<file path="config.mk">
export PLATFORM = sky130hd
export DESIGN_NAME = mmio_bus_decoder_flat
export DESIGN_NICKNAME = d
export VERILOG_FILES = /design/src/rtl/mmio_bus_decoder_if.sv /design/src/rtl/mmio_bus_decoder.sv /design/src/flat_wrapper.sv
export SDC_FILE = /design/constraint.sdc
export NUM_CORES = 1
export LEC_CHECK = 0
export ABC_AREA = 1
export CORE_AREA = 2 2 121 123
export CTS_BUF_LIST = sky130_fd_sc_hd__clkbuf_8 sky130_fd_sc_hd__clkbuf_16
export CTS_CLUSTER_SIZE = 12
export DETAILED_ROUTE_END_ITERATION = 6
export DIE_AREA = 0 0 123 125
export DONT_BUFFER_PORTS = 1
export GPL_TIMING_DRIVEN = 0
export HOLD_SLACK_MARGIN = 0.05
export SYNTH_ARGS = -nofsm -noshare
export SYNTH_HDL_FRONTEND = slang
export SYNTH_SLANG_ARGS = --single-unit
</file>
<file path="constraint.sdc">
create_clock -name clk -period 2.1 [get_ports clk]
set_clock_uncertainty 0.15 [all_clocks]
set_input_delay 0.42 -clock clk [delete_from_list [all_inputs] [get_ports clk]]
set_output_delay 0.42 -clock clk [all_outputs]
set_load 0.01 [all_outputs]
</file>
<file path="src/rtl/mmio_bus_decoder_if.sv">
// Signal bundle between the core's load/store port, the MMIO decoder and its slave ports.
// The "master" view is the environment (core plus slaves); "slave" is the decoder's own view.
interface mmio_bus_decoder_if #(
    parameter int ADDR_W   = 32,
    parameter int DATA_W   = 32,
    parameter int N_SLAVES = 4
);
    logic                         cpu_req;
    logic                         cpu_we;
    logic [ADDR_W-1:0]            cpu_addr;
    logic [DATA_W-1:0]            cpu_wdata;
    logic [DATA_W-1:0]            cpu_rdata;
    logic                         cpu_ready;
    logic                         cpu_err;
    logic [7:0]                   err_count;
    logic [N_SLAVES-1:0]          s_req;
    logic                         s_we;
    logic [ADDR_W-1:0]            s_addr;
    logic [DATA_W-1:0]            s_wdata;
    logic [N_SLAVES*DATA_W-1:0]   s_rdata;
    logic [N_SLAVES-1:0]          s_ready;

    modport master (
        output cpu_req, cpu_we, cpu_addr, cpu_wdata,
        input  cpu_rdata, cpu_ready, cpu_err, err_count,
        input  s_req, s_we, s_addr, s_wdata,
        output s_rdata, s_ready
    );

    modport slave (
        input  cpu_req, cpu_we, cpu_addr, cpu_wdata,
        output cpu_rdata, cpu_ready, cpu_err, err_count,
        output s_req, s_we, s_addr, s_wdata,
        input  s_rdata, s_ready
    );
endinterface

</file>
<file path="src/rtl/mmio_bus_decoder.sv">
// Memory-mapped decoder: routes one core access at a time to a slave selected by an address
// field, with per-slave request/ready handshake, unmapped/timeout errors and an error counter.
module mmio_bus_decoder #(
    parameter int ADDR_W   = 32,
    parameter int DATA_W   = 32,
    parameter int N_SLAVES = 4,
    parameter int SEL_LSB  = 7,
    parameter int SEL_W    = 2,
    parameter int TIMEOUT  = 15
) (
    input  logic              clk,
    input  logic              reset,
    mmio_bus_decoder_if.slave bus
);
    localparam int CNT_W = (TIMEOUT > 1) ? $clog2(TIMEOUT) : 1;

    typedef enum logic [1:0] {IDLE, ACCESS, RESP} state_t;

    state_t              state;
    state_t              state_next;
    logic [SEL_W-1:0]    sel;
    logic                sel_mapped;
    logic [N_SLAVES-1:0] sel_onehot;
    logic [N_SLAVES-1:0] req;
    logic                we;
    logic [ADDR_W-1:0]   addr;
    logic [DATA_W-1:0]   wdata;
    logic [DATA_W-1:0]   rdata;
    logic                ready;
    logic                err;
    logic [7:0]          err_cnt;
    logic [CNT_W-1:0]    cnt;
    logic                slave_ready;
    logic [DATA_W-1:0]   slave_rdata;
    logic                timed_out;

    function automatic logic [7:0] sat_inc8(input logic [7:0] v);
        return (v == 8'hFF) ? v : v + 8'd1;
    endfunction

    assign sel        = bus.cpu_addr[SEL_LSB +: SEL_W];
    assign sel_mapped = (32'(sel) < N_SLAVES);
    assign timed_out  = (cnt == CNT_W'(TIMEOUT - 1));

    always_comb begin
        sel_onehot = '0;
        for (int i = 0; i < N_SLAVES; i++) begin
            sel_onehot[i] = (32'(sel) == i);
        end
    end

    // The registered one-hot request doubles as the response mux select, so ready and read
    // data from slaves that are not being addressed never reach the core.
    always_comb begin
        slave_ready = 1'b0;
        slave_rdata = '0;
        for (int i = 0; i < N_SLAVES; i++) begin
            if (req[i]) begin
                slave_ready = bus.s_ready[i];
                slave_rdata = bus.s_rdata[i*DATA_W +: DATA_W];
            end
        end
    end

    always_ff @(posedge clk or negedge reset) begin
        if (!reset) begin
            state <= IDLE;
        end else begin
            state <= state_next;
        end
    end

    always_comb begin
        state_next = state;
        case (state)
            IDLE:    if (bus.cpu_req) state_next = sel_mapped ? ACCESS : RESP;
            ACCESS:  if (slave_ready || timed_out) state_next = RESP;
            RESP:    state_next = IDLE;
            default: state_next = IDLE;
        endcase
    end

    // Response fields are loaded on the edge that enters RESP, so cpu_ready is high exactly
    // while the FSM sits in RESP and a request still held there is not re-sampled.
    always_ff @(posedge clk or negedge reset) begin
        if (!reset) begin
            req     <= '0;
            we      <= 1'b0;
            addr    <= '0;
            wdata   <= '0;
            rdata   <= '0;
            ready   <= 1'b0;
            err     <= 1'b0;
            err_cnt <= '0;
            cnt     <= '0;
        end else begin
            ready <= 1'b0;
            case (state)
                IDLE: begin
                    if (bus.cpu_req) begin
                        we    <= bus.cpu_we;
                        addr  <= bus.cpu_addr;
                        wdata <= bus.cpu_wdata;
                        cnt   <= '0;
                        if (sel_mapped) begin
                            req <= sel_onehot;
                        end else begin
                            ready   <= 1'b1;
                            err     <= 1'b1;
                            rdata   <= '0;
                            err_cnt <= sat_inc8(err_cnt);
                        end
                    end
                end
                ACCESS: begin
                    if (slave_ready) begin
                        req   <= '0;
                        ready <= 1'b1;
                        err   <= 1'b0;
                        rdata <= we ? '0 : slave_rdata;
                    end else if (timed_out) begin
                        req     <= '0;
                        ready   <= 1'b1;
                        err     <= 1'b1;
                        rdata   <= '0;
                        err_cnt <= sat_inc8(err_cnt);
                    end else begin
                        cnt <= cnt + CNT_W'(1);
                    end
                end
                RESP: begin
                    cnt <= '0;
                end
                default: begin
                    req <= '0;
                end
            endcase
        end
    end

    assign bus.cpu_rdata = rdata;
    assign bus.cpu_ready = ready;
    assign bus.cpu_err   = err;
    assign bus.err_count = err_cnt;
    assign bus.s_req     = req;
    assign bus.s_we      = we;
    assign bus.s_addr    = addr;
    assign bus.s_wdata   = wdata;
endmodule

</file>
<file path="src/flat_wrapper.sv">
// flat-port wrapper written by rule: the top's interface ports become plain ports
module mmio_bus_decoder_flat 
#(
    parameter int ADDR_W   = 32,
    parameter int DATA_W   = 32,
    parameter int N_SLAVES = 4,
    parameter int SEL_LSB  = 7,
    parameter int SEL_W    = 2,
    parameter int TIMEOUT  = 15
)
  (clk, reset, bus_cpu_req, bus_cpu_we, bus_cpu_addr, bus_cpu_wdata, bus_cpu_rdata, bus_cpu_ready, bus_cpu_err, bus_err_count, bus_s_req, bus_s_we, bus_s_addr, bus_s_wdata, bus_s_rdata, bus_s_ready);
  mmio_bus_decoder_if #(.ADDR_W(ADDR_W), .DATA_W(DATA_W), .N_SLAVES(N_SLAVES)) bus_i ();
  input  logic clk;
  input  logic reset;
  input wire logic [$bits(bus_i.cpu_req)-1:0] bus_cpu_req;
  input wire logic [$bits(bus_i.cpu_we)-1:0] bus_cpu_we;
  input wire logic [$bits(bus_i.cpu_addr)-1:0] bus_cpu_addr;
  input wire logic [$bits(bus_i.cpu_wdata)-1:0] bus_cpu_wdata;
  output wire logic [$bits(bus_i.cpu_rdata)-1:0] bus_cpu_rdata;
  output wire logic [$bits(bus_i.cpu_ready)-1:0] bus_cpu_ready;
  output wire logic [$bits(bus_i.cpu_err)-1:0] bus_cpu_err;
  output wire logic [$bits(bus_i.err_count)-1:0] bus_err_count;
  output wire logic [$bits(bus_i.s_req)-1:0] bus_s_req;
  output wire logic [$bits(bus_i.s_we)-1:0] bus_s_we;
  output wire logic [$bits(bus_i.s_addr)-1:0] bus_s_addr;
  output wire logic [$bits(bus_i.s_wdata)-1:0] bus_s_wdata;
  input wire logic [$bits(bus_i.s_rdata)-1:0] bus_s_rdata;
  input wire logic [$bits(bus_i.s_ready)-1:0] bus_s_ready;
  assign bus_i.cpu_req = bus_cpu_req;
  assign bus_i.cpu_we = bus_cpu_we;
  assign bus_i.cpu_addr = bus_cpu_addr;
  assign bus_i.cpu_wdata = bus_cpu_wdata;
  assign bus_cpu_rdata = bus_i.cpu_rdata;
  assign bus_cpu_ready = bus_i.cpu_ready;
  assign bus_cpu_err = bus_i.cpu_err;
  assign bus_err_count = bus_i.err_count;
  assign bus_s_req = bus_i.s_req;
  assign bus_s_we = bus_i.s_we;
  assign bus_s_addr = bus_i.s_addr;
  assign bus_s_wdata = bus_i.s_wdata;
  assign bus_i.s_rdata = bus_s_rdata;
  assign bus_i.s_ready = bus_s_ready;
  mmio_bus_decoder #(.ADDR_W(ADDR_W), .DATA_W(DATA_W), .N_SLAVES(N_SLAVES), .SEL_LSB(SEL_LSB), .SEL_W(SEL_W), .TIMEOUT(TIMEOUT)) u_core (.clk(clk), .reset(reset), .bus(bus_i));
endmodule
</file>
==> impl_metrics.toml, run 1 <==
[logic_synthesis]
synth_cells = 652
synth_cell_type_count = 27
synth_xor_xnor_area_share = 0.00887
synth_area_per_cell_um2 = 9.09
synth.yosys.warnings = 0
synthSimpleGateAreaFrac = 0.215
netlist_area_mm2 = 0.00592
netlist.top_cell.by_area = "dfrtp_1"
synth-seq-area-share = 0.494
synth_area_leaders = "dfrtp_1, nand2_1, mux2_2"
ys_seq_elements = 117
synth_top_area_share = 0.494
synthMuxAreaShare = 0.129
synth_top_family_by_area = "simple AND/OR/NAND/NOR gates"
synth_compound_area_frac = 0.0982
syn_nets = 855
synthAdderAreaFrac = 0.00634

[die]
die_w_um = 123
dieArea_mm2 = 0.0154
die_h_um = 125
fp-row-count = 44
start_util = 0.417
core_region_area_mm2 = 0.0142
ios = 311

[timing]
hold_viol_final = 117
fmax_ghz = 0.493
setup_violations = 0
fin_hold_ws_ps = -443
finalCriticalPeriod_ps = 2030
fin_crit_sh = 0.965
max_slew.worst_pin.slew_ps = 646
drv_slew = 0
max_slew_margin = 0.569

[cts]
ctsHoldBuffers = 65
worstSkewPairLatency_ps = 410
numCtsBuffers = 17
root_buffer = "clkbuf_16"
clockBufferDepth = 2
htree_levels = 4
cts_tree = "yes"
clk_pin_slew_ps = 60
clock-sinks = 117

[hold_path]
hold_class = "primary input to asynchronous set/reset pin"

[global_routing]
track_usage = 0.260
grt_pass1_vias = 5461
grt_max_degree = 118
grt_pass1_wl_um = 30100
gr-total-overflow = 0
antenna_found_initial = 1

[layout]
drive_gt1_frac = 0.203
syn_to_final_growth_pct = 27.3
final_util = 0.531
nNetsFinal = 942
final_common_cell = "nand2_1"
layout_common_cells = "nand2_1, dfrtp_1, nand3_1, a21oi_1, dlygate4sd3_1"

[job]
drv_cap = 0

[routing]
wl_per_cell_um = 21.0
antenna_left = 0
vias = 5163
drc = 0
drtIter0Drc = 378
drt-total-wl_um = 19700
viasPerCell = 5.51
drtPass1Iterations = 4

[pwr]
power_density_mw_per_mm2 = 1610
p_int_mw = 7.09
peakVddDrop_v = 0.00101
p_clk_frac = 0.244
sequentialPowerShare = 0.344
swShare = 0.417
combPwrFrac = 0.412
p_switching_mw = 5.07
power.leakage_nw = 3.59

[placed_design]
io_buffers = 0
gp_congestion = 0.921
dpl.hpwl_um = 14600

[worst_setup_path]
worstSetupStartpointType = "register"
worst-endpoint-required_ps = 2230
worstPathArrival_ps = 2160
crit_type = "register to register"
worst_setup_path_end_kind = "register"
critPathMaxFanout = 10

[run_status]
failed_checks = "negative hold slack"
status = "finished with violations"
-- logic make-up (layout without fill, tap and decap cells) --
logic type,count (synthesis),in the layout
AND/OR/NAND/NOR,296,296
XOR/XNOR,6,6
AO/OA/AOI/OAI,103,103
buffers and inverters,64,164
multiplexers,63,63
adder cells (fa/ha/maj),3,3
flip-flops,117,117
other,0,1
-- worst paths after layout --
check / from / to / slack (ps) / cells past startpoint
max in group asynchronous: reset / u_core.bus.s_wdata[1] / 1960 / 0
worst max-delay path: u_core.state[1] / u_core.bus.s_wdata[1] / 70 / 7
worst min-delay path: reset / u_core.bus.cpu_rdata[27] / -440 / 0
min in group clk: bus_s_rdata[106] / u_core.bus.cpu_rdata[10] / 150 / 4
worst min register to register: u_core.cnt[3] / u_core.cnt[3] / 390 / 2
worst max register to register: u_core.state[1] / u_core.bus.s_wdata[1] / 70 / 7
-- power groups by stage --
stage	registers (mW)	logic, mW	clock network, mW
after floorplan	3.90	3.53	0
after global placement	4.16	4.56	0
after detailed placement	4.17	4.65	0
after CTS	4.16	4.87	3.02
after global routing	4.26	5.59	3.14
final	4.19	5.01	2.96
-- area by class of cell --
| class | instances | area (um2) |
|---|---|---|
| clock buffers | 18 | 439 |
| flip-flops and latches | 117 | 2930 |
| multi-input cells | 471 | 2750 |
| clock inverters | 14 | 175 |
| well taps | 184 | 230 |
| repair buffers | 68 | 673 |
| fillers | 1297 | 6660 |
| plain buffers | 47 | 275 |
| inverters | 17 | 63.8 |
| diodes | 1 | 2.50 |
-- timing repair --
action                                  CTS  global route
endpoints found under the setup margin   52            45
pin swaps                                 1             2
setup buffers                             1             2
gates resized for setup                  22            26
hold endpoints to repair                185           117
-- synth_stat cells (all sizes together) --
cell type and instances:
nand2 154, nor3 4, nand3 82, dfrtp 117, nand4 5, nor2 39, or2 10, mux2 63
a21oi 67, ha 3, buf 21, o21ai 11, nand3b 2, o211ai 25, xor2 4, xnor2 2
inv 17, clkbuf 26
-- per-stage QoR --
stage / setup TNS (ps) / total power, mW / cells / setup slack (ps) / area (um2)
final: 0 / 12.2 / 937 / 73.0 / 7540
after global routing: -1.30 / 13.0 / 937 / -1.30 / 7540
after CTS: 0 / 12.0 / 934 / 3.79 / 7470
after detailed placement: -13140 / 8.82 / 836 / -394 / 6150
after global placement: -10880 / 8.72 / 836 / -374 / 6150
after floorplan: 0 / 7.43 / 652 / 219 / 5920
-- state kept, by name, indices dropped and copies added (netlist names) --
register and cells:
u_core.bus.cpu_rdata 32, u_core.bus.s_addr 32, u_core.bus.s_wdata 32, u_core.bus.err_count 8
u_core.bus.s_req 4, u_core.cnt 4, u_core.state 2, u_core.bus.cpu_err 1
u_core.bus.cpu_ready 1, u_core.bus.s_we 1
-- routing by layer --
| layer | vias to the layer above | wire [um] | part of all wire | global-route usage |
|---|---|---|---|---|
| met5 | - | 54 | 0.0027 | 0.0263 |
| met4 | 2 | 775 | 0.039 | 0.126 |
| met3 | 64 | 1640 | 0.083 | 0.106 |
| met2 | 222 | 9310 | 0.47 | 0.399 |
| met1 | 2483 | 7870 | 0.40 | 0.315 |
| li1 | 2392 | - | - | - |
-- critical path, stage by stage (launching register included) --
cell and delay [ps]:
dfrtp_2 430, or2_1 210, buf_2 150, or2_1 200, buf_2 150, buf_6 160
buf_8 160, mux2_4 300
(Power assumes the default switching activity.)
==> run 2, diff against run 1 <==
- clock period: 2.1 -> 1.8 ns (I/O delays scaled with it)
==> run 2 against run 1 <==
The flow still finishes with violations (negative hold slack). Die area stayed put. Critical path depth fell by 2. Sequential power rose by 16%. Clock-buffer cell count is 1 higher. Non-clock buffer count grew 18. Maximum frequency is 15% higher. Register-to-register slack lost 30 ps. Via count increased by 4.8%. Total power rose by 25%. First-iteration DRC count down 6.9%. Routed wire length up 2.6%. Worst hold slack got worse by 64 ps. Critical path type unchanged.
==> impl_metrics.toml, run 2 (synthesized netlist as in run 1, its figures left out) <==
[run_status]
status = "finished with violations"
failed_checks = "negative hold slack"

[die]
ios = 311
start_util = 0.417
fp-row-count = 44
dieArea_mm2 = 0.0154
die_h_um = 125
core_region_area_mm2 = 0.0142
die_w_um = 123

[worst_setup_path]
crit_path_max_incr_delay_ps = 380
worstPathArrival_ps = 1900
cp.depth = 5
worst_setup_path_end_kind = "register"
r2r_end = "u_core.bus.s_wdata[3]"
crit_chain = "or2_4 -> or2_4 -> buf_12 -> buf_12 -> mux2_4"
worstSetupStartpointType = "register"
critPathMaxFanout = 10
worst-endpoint-required_ps = 1940
ff2ff_setup_slack_ps = 40
r2r-start = "u_core.state[0]"
cp_num_buf_inv = 2
critical-path-top-delay-family = "simple AND/OR/NAND/NOR gates"
reg2reg_depth = 5
critical-path-slowest-cell = "dfrtp_1"
crit_type = "register to register"

[global_routing]
grt_pass1_vias = 5620
grt_pass1_wl_um = 30800
gr-total-overflow = 0
use_met3 = 0.0926
grt-busiest-layer = "met2"
grt_max_degree = 118
antenna_found_initial = 0
use_met1 = 0.321
grtUsageMet2 = 0.420
track_usage = 0.265

[layout]
drive_gt1_frac = 0.256
syn_to_final_growth_pct = 33.5
layout_common_cells = "nand2_1, dfrtp_1, nand3_1, dlygate4sd3_1, a21oi_1"
n_antenna_cell = 0
fin_area_mm2 = 0.00791
final_util = 0.557
final_common_cell = "nand2_1"
fin_cells = 954
nNetsFinal = 960

[cts]
numCtsBuffers = 17
clock-sinks = 117
htree_levels = 4
ctsHoldBuffers = 65
cts_tree = "yes"
clockBufferDepth = 2
clk_pin_slew_ps = 60
worstSkewPairLatency_ps = 410
root_buffer = "clkbuf_16"

[placed_design]
dp_cells = 836
io_buffers = 0
dp_slack_ps = -642
postPlaceCellArea_mm2 = 0.00615
dpl.hpwl_um = 14300
gp_congestion = 0.994

[pwr]
power_density_mw_per_mm2 = 1910
p_clk_frac = 0.217
p_int_mw = 8.80
sequentialPowerShare = 0.322
swShare = 0.419
power.leakage_nw = 3.78
combPwrFrac = 0.462
peakVddDrop_v = 0.00107
p_switching_mw = 6.35
fin_total_pwr_mw = 15.1

[hold_path]
hold_class = "primary input to asynchronous set/reset pin"

[timing]
fin_crit_sh = 0.975
fin_ws_ps = 45.0
finalCriticalPeriod_ps = 1760
setup_violations = 0
max_slew_margin = 0.686
rsz0062_at_grt = "true"
max_slew.worst_pin.slew_ps = 471
hold_viol_final = 117
drv_slew = 0
fmax_ghz = 0.570
fin_hold_ws_ps = -508
setup_tns_ps = 0

[routing]
wl_per_cell_um = 21.1
drt-total-wl_um = 20200
antenna_left = 0
vias = 5412
drc = 0
drtPass1Iterations = 5
drtIter0Drc = 352
viasPerCell = 5.67

[job]
drv_cap = 0
[run 2: worst max path at each step]
stage,startpoint,endpoint,slack (ps)
floorplan,u_core.state[1],u_core.bus.s_addr[29],-80
global placement,u_core.bus.s_req[2],u_core.bus.cpu_rdata[24],-650
detailed placement,u_core.bus.s_req[2],u_core.bus.cpu_rdata[24],-640
CTS,u_core.bus.s_req[2],u_core.bus.cpu_rdata[7],-30
global route,u_core.bus.s_req[0],u_core.bus.cpu_rdata[25],-9
finish,u_core.state[0],u_core.bus.s_wdata[3],40
[run 2: power groups by stage]
| stage | clock network [mW] | logic (mW) | registers (mW) |
|---|---|---|---|
| 5_1_grt | 3.48 | 7.64 | 4.97 |
| 3_3_place_gp | 0 | 5.23 | 4.84 |
| 3_5_place_dp | 0 | 5.38 | 4.86 |
| 4_1_cts | 3.33 | 6.38 | 4.85 |
| 2_1_floorplan | 0 | 4.12 | 4.55 |
| 6_report | 3.28 | 6.99 | 4.87 |
[run 2: layer usage]
layer,share of wire,wire length [um],vias up
met5,0,0,-
met3,0.096,1940,60
li1,-,-,2437
met4,0.036,731,0
met2,0.48,9690,281
met1,0.39,7810,2634
[run 2: worst register-to-register path, cell delays in order, from the launching register on]
cell     delay (ps)
dfrtp_1         380
or2_4           250
or2_4           270
buf_12          150
buf_12          140
mux2_4          300
[run 2: final cells by class]
class / count / area (um2)
fill: 1270 / 6290
sequential: 117 / 2930
multi-input combinational: 471 / 2840
timing repair buffer: 89 / 862
clock buffer: 19 / 453
buffer: 44 / 398
tap: 184 / 230
clock inverter: 13 / 123
inverter: 17 / 71.3
[run 2: repair_timing]
item / 4_1_cts / 5_1_grt
endpoints found under the setup margin: 117 / 71
endpoints found under the hold margin: 185 / 117
cloned: 3 / 1
setup buffers: 12 / 8
gates resized for setup: 74 / 60
pin swaps: 8 / 9
==> run 3, diff against run 2 <==
- ABC_AREA: 1 -> unset
- MAX_ROUTING_LAYER: unset -> met4
- SKIP_LAST_GASP: unset -> 1
==> run 3 against run 2 <==
The run ends with negative hold slack, negative setup slack left. Clock power about the same. Clock-buffer cell count down 1. Via count decreased by 5.5%. First-iteration DRC count fell by 15%. Core utilization is 2.4 points lower. Global-route usage down 1.8 points. Routed wire length fell by 9.2%. Area after synthesis fell by 7.0%. Critical endpoint is now u_core.bus.cpu_rdata[13]. Largest cell class unchanged. Highest routed layer unchanged.
==> impl_metrics.toml, run 3 <==
[cts]
clk_pin_slew_ps = 60
ctsHoldBuffers = 88
clock-sinks = 117
numCtsBuffers = 17
cts_tree = "yes"
clockBufferDepth = 2
root_buffer = "clkbuf_16"
htree_levels = 4
worstSkewPairLatency_ps = 400

[worst_setup_path]
critical-path-slowest-cell = "dfrtp_2"
worstSetupStartpointType = "register"
critPathMaxFanout = 6
crit_top_cell = "buf_6"
crit_chain = "buf_6 -> nand3b_1 -> a211oi_4 -> buf_6 -> o21ai_4 -> buf_6 -> a22o_1"
crit_path_max_incr_delay_ps = 440
worst_setup_path_end_kind = "register"
crit_type = "register to register"
worstPathArrival_ps = 2280
worst-endpoint-required_ps = 1930

[routing]
viasPerCell = 5.60
drtPass1Iterations = 7
antenna_left = 0
vias = 5112
wl_per_cell_um = 20.1
drt-total-wl_um = 18300
drc = 0
drtIter0Drc = 298

[placed_design]
dpl.hpwl_um = 12600
dp_cells = 780
gp_congestion = 0.873
io_buffers = 0

[die]
dieArea_mm2 = 0.0154
core_region_area_mm2 = 0.0142
die_h_um = 125
start_util = 0.388
ios = 311
die_w_um = 123
fp-row-count = 44

[logic_synthesis]
netlist_area_mm2 = 0.00551
synth.yosys.warnings = 0
ys_seq_elements = 117
syn_nets = 799
synth-async-reset-ratio = 1.00
synth.most_common_cell = "nand2_1"
synth-edff-count = 0
synth_common_cells = "nand2_1, dfrtp_1, nor2b_1, clkbuf_1, a22o_1"
synth_top_area_share = 0.532
synth-seq-area-share = 0.532
synth_area_leaders = "dfrtp_1, nand2_1, a22o_1"
synth_area_per_cell_um2 = 9.24
ys.flop_type = "dfrtp_1"
synth_cells = 596
synth_cell_type_count = 39
netlist.top_cell.by_area = "dfrtp_1"

[layout]
drive_gt1_frac = 0.141
nFillCells = 1255
syn_to_final_growth_pct = 37.5
multi_input_comb_area_mm2 = 0.00252
final_common_cell = "nand2_1"
fin_cells = 913
seqCellArea_mm2 = 0.00293
layout_common_cells = "nand2_1, dfrtp_1, dlygate4sd3_1, a22o_1"
n_antenna_cell = 0
nNetsFinal = 919

[global_routing]
grt_pass1_wl_um = 28400
grt_max_degree = 118
antenna_found_initial = 0
grt_pass1_vias = 5526
gr-total-overflow = 0
track_usage = 0.246

[pwr]
p_switching_mw = 5.44
combPwrFrac = 0.365
p_int_mw = 7.90
p_clk_frac = 0.246
peakVddDrop_v = 0.000927
fin_total_pwr_mw = 13.3
power_density_mw_per_mm2 = 1760
sequentialPowerShare = 0.389
power.leakage_nw = 3.43
swShare = 0.408

[timing]
hold_viol_final = 117
setup_violations = 52
rsz0062_at_grt = "true"
max_slew.worst_pin.slew_ps = 568
fin_hold_ws_ps = -498
fin_ws_ps = -348
fin_crit_sh = 1.19
finalCriticalPeriod_ps = 2150
max_slew_margin = 0.621
drv_slew = 0
fmax_ghz = 0.466

[run_status]
failed_checks = "negative hold slack, negative setup slack"
status = "finished with violations"

[job]
drv_cap = 0

[hold_path]
hold_class = "primary input to asynchronous set/reset pin"
==> run 3: worst paths after layout <==
kind | from | end | slack (ps) | depth (start not counted)
setup / recovery | u_core.bus.s_req[1] | u_core.bus.cpu_rdata[13] | -350 | 7
hold / removal | reset | u_core.bus.cpu_rdata[17] | -500 | 0
setup reg to reg | u_core.bus.s_req[1] | u_core.bus.cpu_rdata[13] | -350 | 7
hold reg to reg | u_core.bus.s_addr[15] | u_core.bus.s_addr[15] | 400 | 2
max in group asynchronous | reset | u_core.state[1] | 1830 | 0
min in group clk | bus_s_rdata[122] | u_core.bus.cpu_rdata[26] | 70 | 3
==> run 3: kinds of logic after synthesis <==
group,Yosys count,synth area share
flops,117,0.532
buf+inv,52,0.0384
compound gates,114,0.170
mux,1,0.00204
simple gates,302,0.240
fa+ha+maj,3,0.00682
xor+xnor,7,0.0111
==> run 3: layout make-up <==
| cell class | instances | share of cell area |
|---|---|---|
| Tap cell | 184 | 0.0304 |
| Inverter | 5 | 0.00248 |
| Buffer | 45 | 0.0367 |
| Timing Repair Buffer | 102 | 0.134 |
| Clock buffer | 18 | 0.0580 |
| Clock inverter | 14 | 0.0187 |
| Multi-Input combinational cell | 428 | 0.333 |
| Sequential cell | 117 | 0.387 |
==> run 3: metal layers <==
metal,share of wire,global-route usage,vias up
li1,-,-,2315
met1,0.40,0.285,2483
met2,0.50,0.403,274
met3,0.081,0.0721,40
met4,0.025,0.0929,0
met5,0,-,-
==> run 3: repair_timing <==
action | 4_1_cts | 5_1_grt
cloned | 3 | 2
endpoints found under the setup margin | 114 | 94
hold endpoints to repair | 210 | 117
pin swaps | 12 | 29
buffers inserted | 10 | 0
resized for setup | 46 | 38
==> run 3: worst max-delay path, delay by kind of cell, from the launching register on <==
kind / cells / cell delay, ps
AO/OA/AOI/OAI: 3 / 700
AND/OR/NAND/NOR: 1 / 210
flip-flops: 1 / 440
buffers and inverters: 3 / 520
==> run 3: stage by stage <==
| step | setup slack, ps | util | hold WS, ps | setup TNS (ps) | cell area, um2 |
|---|---|---|---|---|---|
| final | -348 | 0.533 | -498 | -13990 | 7570 |
| after global routing | -403 | 0.533 | -528 | -17180 | 7570 |
| after CTS | -366 | 0.526 | -527 | -15550 | 7470 |
| after detailed placement | -898 | 0.407 | -83.3 | -50670 | 5780 |
| after global placement | -869 | 0.407 | -83.0 | -48440 | 5780 |
| after floorplan | -160 | - | -85.6 | -5140 | 5550 |
==> run 3: power groups by stage <==
| stage | clock network [mW] | logic (mW) | registers (mW) |
|---|---|---|---|
| 3_3_place_gp | 0 | 3.74 | 5.16 |
| 2_1_floorplan | 0 | 2.99 | 4.80 |
| 5_1_grt | 3.52 | 5.43 | 5.30 |
| 3_5_place_dp | 0 | 3.91 | 5.13 |
| 6_report | 3.29 | 4.87 | 5.18 |
| 4_1_cts | 3.37 | 4.61 | 5.16 |
